===== src/rtl/shift_add_mul4_ctrl.sv =====
// Sequential 4x4 unsigned shift-add multiplier.
// A single 4-bit ripple-carry adder is reused for every partial-product
// addition; operands arrive over a valid/ready handshake and the 8-bit
// product leaves over a second valid/ready handshake.

module rca_4b1 (
    input  logic [3:0] a,
    input  logic [3:0] b,
    input  logic       cin,
    output logic [3:0] sum,
    output logic       cout
);

    logic [4:0] carry_s;

    // Ripple the carry bit by bit through four full adders.
    always_comb begin
        carry_s    = 5'b0_0000;
        sum        = 4'b0000;
        carry_s[0] = cin;
        for (int i = 0; i < 4; i++) begin
            sum[i]         = a[i] ^ b[i] ^ carry_s[i];
            carry_s[i + 1] = (a[i] & b[i]) | (carry_s[i] & (a[i] ^ b[i]));
        end
        cout = carry_s[4];
    end

endmodule

module shift_add_mul4_ctrl (
    input  logic       clk,
    input  logic       rst,
    input  logic       in_valid,
    output logic       in_ready,
    input  logic [3:0] a,
    input  logic [3:0] b,
    output logic       out_valid,
    input  logic       out_ready,
    output logic [7:0] product,
    output logic       busy
);

    typedef enum logic [1:0] {
        ST_IDLE = 2'd0,
        ST_CALC = 2'd1,
        ST_DONE = 2'd2
    } state_t;

    state_t     state_r;
    logic [3:0] m_r;          // multiplicand
    logic [7:0] p_r;          // {accumulator, remaining multiplier bits}
    logic [1:0] cnt_r;        // CALC step index
    logic [7:0] product_r;
    logic       in_ready_r;
    logic       out_valid_r;
    logic       busy_r;

    logic [3:0] sum_s;
    logic       cout_s;
    logic [7:0] p_next_s;

    // The only adder in the block: accumulator plus multiplicand.
    rca_4b1 u_rca (
        .a    (p_r[7:4]),
        .b    (m_r),
        .cin  (1'b0),
        .sum  (sum_s),
        .cout (cout_s)
    );

    // One shift-add step: add when the current multiplier LSB is set, then
    // shift right; the adder carry lands in P[7] so nothing is ever lost.
    always_comb begin
        p_next_s = 8'h00;
        if (p_r[0]) begin
            p_next_s = {cout_s, sum_s, p_r[3:1]};
        end else begin
            p_next_s = {1'b0, p_r[7:1]};
        end
    end

    // Control FSM with datapath registers; status flags are registered
    // alongside the state so they always equal a decode of it.
    always_ff @(posedge clk) begin
        if (rst) begin
            state_r     <= ST_IDLE;
            m_r         <= 4'h0;
            p_r         <= 8'h00;
            cnt_r       <= 2'd0;
            product_r   <= 8'h00;
            in_ready_r  <= 1'b1;
            out_valid_r <= 1'b0;
            busy_r      <= 1'b0;
        end else begin
            case (state_r)
                ST_IDLE: begin
                    if (in_valid) begin
                        m_r        <= a;
                        p_r        <= {4'h0, b};
                        cnt_r      <= 2'd0;
                        state_r    <= ST_CALC;
                        in_ready_r <= 1'b0;
                        busy_r     <= 1'b1;
                    end else begin
                        state_r    <= ST_IDLE;
                    end
                end
                ST_CALC: begin
                    p_r   <= p_next_s;
                    cnt_r <= cnt_r + 2'd1;
                    if (cnt_r == 2'd3) begin
                        // Capture the post-shift value of the final step.
                        product_r   <= p_next_s;
                        state_r     <= ST_DONE;
                        out_valid_r <= 1'b1;
                    end else begin
                        state_r     <= ST_CALC;
                    end
                end
                ST_DONE: begin
                    if (out_ready) begin
                        state_r     <= ST_IDLE;
                        out_valid_r <= 1'b0;
                        busy_r      <= 1'b0;
                        in_ready_r  <= 1'b1;
                    end else begin
                        state_r     <= ST_DONE;
                    end
                end
                default: begin
                    state_r     <= ST_IDLE;
                    cnt_r       <= 2'd0;
                    in_ready_r  <= 1'b1;
                    out_valid_r <= 1'b0;
                    busy_r      <= 1'b0;
                end
            endcase
        end
    end

    assign in_ready  = in_ready_r;
    assign out_valid = out_valid_r;
    assign busy      = busy_r;
    assign product   = product_r;

endmodule

===== config.mk =====
export PLATFORM = sky130hd
export DESIGN_NAME = shift_add_mul4_ctrl
export DESIGN_NICKNAME = d
export VERILOG_FILES = /design/src/rtl/shift_add_mul4_ctrl.sv
export SDC_FILE = /design/constraint.sdc
export NUM_CORES = 1
export LEC_CHECK = 0
export CORE_MARGIN = 3
export CORE_UTILIZATION = 44
export DETAILED_ROUTE_END_ITERATION = 7
export MAX_ROUTING_LAYER = met4
export PLACE_DENSITY_LB_ADDON = 0.15
export SLEW_MARGIN = 0
export SYNTH_ARGS = -nofsm -noshare
export SYNTH_HDL_FRONTEND = slang
export SYNTH_SLANG_ARGS = --single-unit

===== constraint.sdc =====
create_clock -name clk -period 3.05 [get_ports clk]
set_clock_uncertainty 0.15 [all_clocks]
set_input_delay 0.305 -clock clk [delete_from_list [all_inputs] [get_ports clk]]
set_output_delay 0.305 -clock clk [all_outputs]
set_load 0.01 [all_outputs]

==> results.cfg <==
[sta]
drv_slew = 0
hold_viol = 0
hold_ws_ps = 314
max_slew_margin = 0.361
worst_slew_pin_slew_ps = 955
min_period_ps = 2520
finalSetupTns_ps = 0
setup_viol = 0
period_share = 0.827
rsz0062_at_grt = no
max_freq_mhz = 397

[floorplanning]
placementRows = 17
start_util = 0.492
die-height_um = 57.4
fp.dieW_um = 57.4
ios = 23
die-area_mm2 = 0.00329
core_area_mm2 = 0.00236

[drt]
vias_per_cell = 5.56
drt-wirelength-per-cell_um = 13.3
dr.pass1.iters = 4
drt_wl_total_um = 2360
dr_total_vias = 984
drcViolationCount = 0
drt_iter0_drc = 13
drtAntennaViolNets = 0

[clock_tree]
htreeDepth = 1
path_clk_slew_ps = 140
clock_sinks = 27
ctsResizeCount = 0
cts_buffer_depth = 2
cts_tree = done
postCtsSetupBuffers = 0
cts_hold_buf = 0
root_buffer = clkbuf_4
clk_latency_ps = 330
cts_made_buffers = 3

[synth]
syn-cell-area_mm2 = 0.00116
syn_inst = 134
ys_warn_count = 0
yosysMostFrequentCell = dfxtp_1
synth_area_leaders = dfxtp_1, a21oi_1, nand2_1, nor2_1, fa_1
synth_common_cells = dfxtp_1, nand2_1, nor2_1, a21oi_1, nand3_1
synth_top_area_cell = dfxtp_1
ys_ff_latch = 27
async_reset_ff_frac = 0
synth_top_cell_area_share = 0.465
yosysSeqAreaShare = 0.465
synth-edff-count = 0
ys_types = 29
synth_ff_type = dfxtp_1
synth_fp_nets = 151
synth_area_per_cell_um2 = 8.67

[critical_path]
rr_startpoint = m_r[0]
cp.required_ps = 3090
worst_setup_path_end_kind = register
cp.arrival_ps = 2560
crit_type = reg2reg
cp-start-kind = register
worstSetupStartpoint = m_r[0]
crit_fanout = 2

[global_route]
track_usage = 0.159
grt_pass1_vias = 902
grt_first_pass_wirelength_um = 4010
grt_max_degree = 28
grt_antenna_before_repair = 0
grt-ovfl-total = 0

[power]
max-vdd-ir-drop_v = 0.000314
p_per_area_mw_per_mm2 = 438
p_leak_nw = 0.518

[hold_path]
holdCritPathClass = reg2reg
hold_start = product[1]

[placed_design]
gp_congestion = 0.763
dpl.hpwl_um = 1660
io_buffers = 22

[outcome]
outcome = finished clean

[cells_and_area]
num_antenna_cells = 0
layout-drive-gt1-share = 0.0537
fin_nets = 167
area_delta_synth_final_pct = 19.1

[flow_run]
drv_cap = 0
cell usage in the layout, fill, tap and decap left out, drive strengths merged:
| master | n |
|---|---|
| a32oi | 1 |
| a21oi | 17 |
| nor2b | 1 |
| dfxtp | 27 |
| a2bb2oi | 1 |
| nand2b | 4 |
| o21ai | 1 |
| nor2 | 19 |
| clkdlybuf4s50 | 22 |
| nand2 | 18 |
| a211oi | 1 |
| inv | 1 |
| clkbuf | 4 |
| nand3 | 8 |
| nor4 | 3 |
| nor3b | 1 |
| mux2i | 1 |
| and3b | 1 |
| nor3 | 6 |
| mux2 | 3 |
| or3b | 1 |
| fa | 3 |
| ha | 2 |
| nand3b | 1 |
| a21o | 1 |
| o21a | 1 |
cell families after synthesis:
family / Yosys count / synth area share
AOI/OAI and AO/OA: 23 / 0.112
adders and majority gates: 5 / 0.0732
buffers and inverters: 12 / 0.0549
DFF: 27 / 0.465
muxes: 4 / 0.0377
and+or+nand+nor: 63 / 0.257
where the power goes:
part | internal (mW) | switching, mW
combinational | 0.0360 | 0.0361
sequential | 0.366 | 0.0131
clock | 0.0513 | 0.104
routing by layer:
metal	track usage	routed length, um
met4	0.0563	34
met1	0.190	1120
met3	0.0498	98
met5	-	0
met2	0.252	1100
through the flow:
stage	setup slack [ps]	std cells	power [mW]	util	cell area, um2
finish	529	177	0.607	0.586	1380
global route	405	177	0.634	0.586	1380
CTS	526	177	0.613	0.586	1380
detailed placement	553	173	0.459	0.575	1360
global placement	644	173	0.458	0.575	1360
floorplan	722	134	0.435	-	1160
registers in the layout, summed over array words and instances, names as in the netlist:
signal	count
out_valid	1
m_r	4
state_r	2
cnt_r	2
busy	1
p_r	8
product	8
in_ready	1
cell type report:
cell class / count / area [um2]
Clock buffer: 4 / 26.3
Fill cell: 221 / 977
Inverter: 1 / 3.75
Multi-Input combinational cell: 95 / 558
Sequential cell: 27 / 541
Tap cell: 28 / 35.0
Timing Repair Buffer: 22 / 220
worst paths after layout:
check,end,slack [ps],cells past startpoint
worst max register to register,product[6],530,7
worst max-delay path,product[6],530,7
worst min register to register,product[1],310,2
worst min-delay path,product[1],310,2
worst max-delay path, stage by stage, from the launching register on:
cell     delay, ps
dfxtp_1        340
ha_1           220
fa_1           400
fa_1           390
fa_1           420
mux2_2         280
nor2_1         120
nor3_1          70
Power figures use the tool's default switching activity.
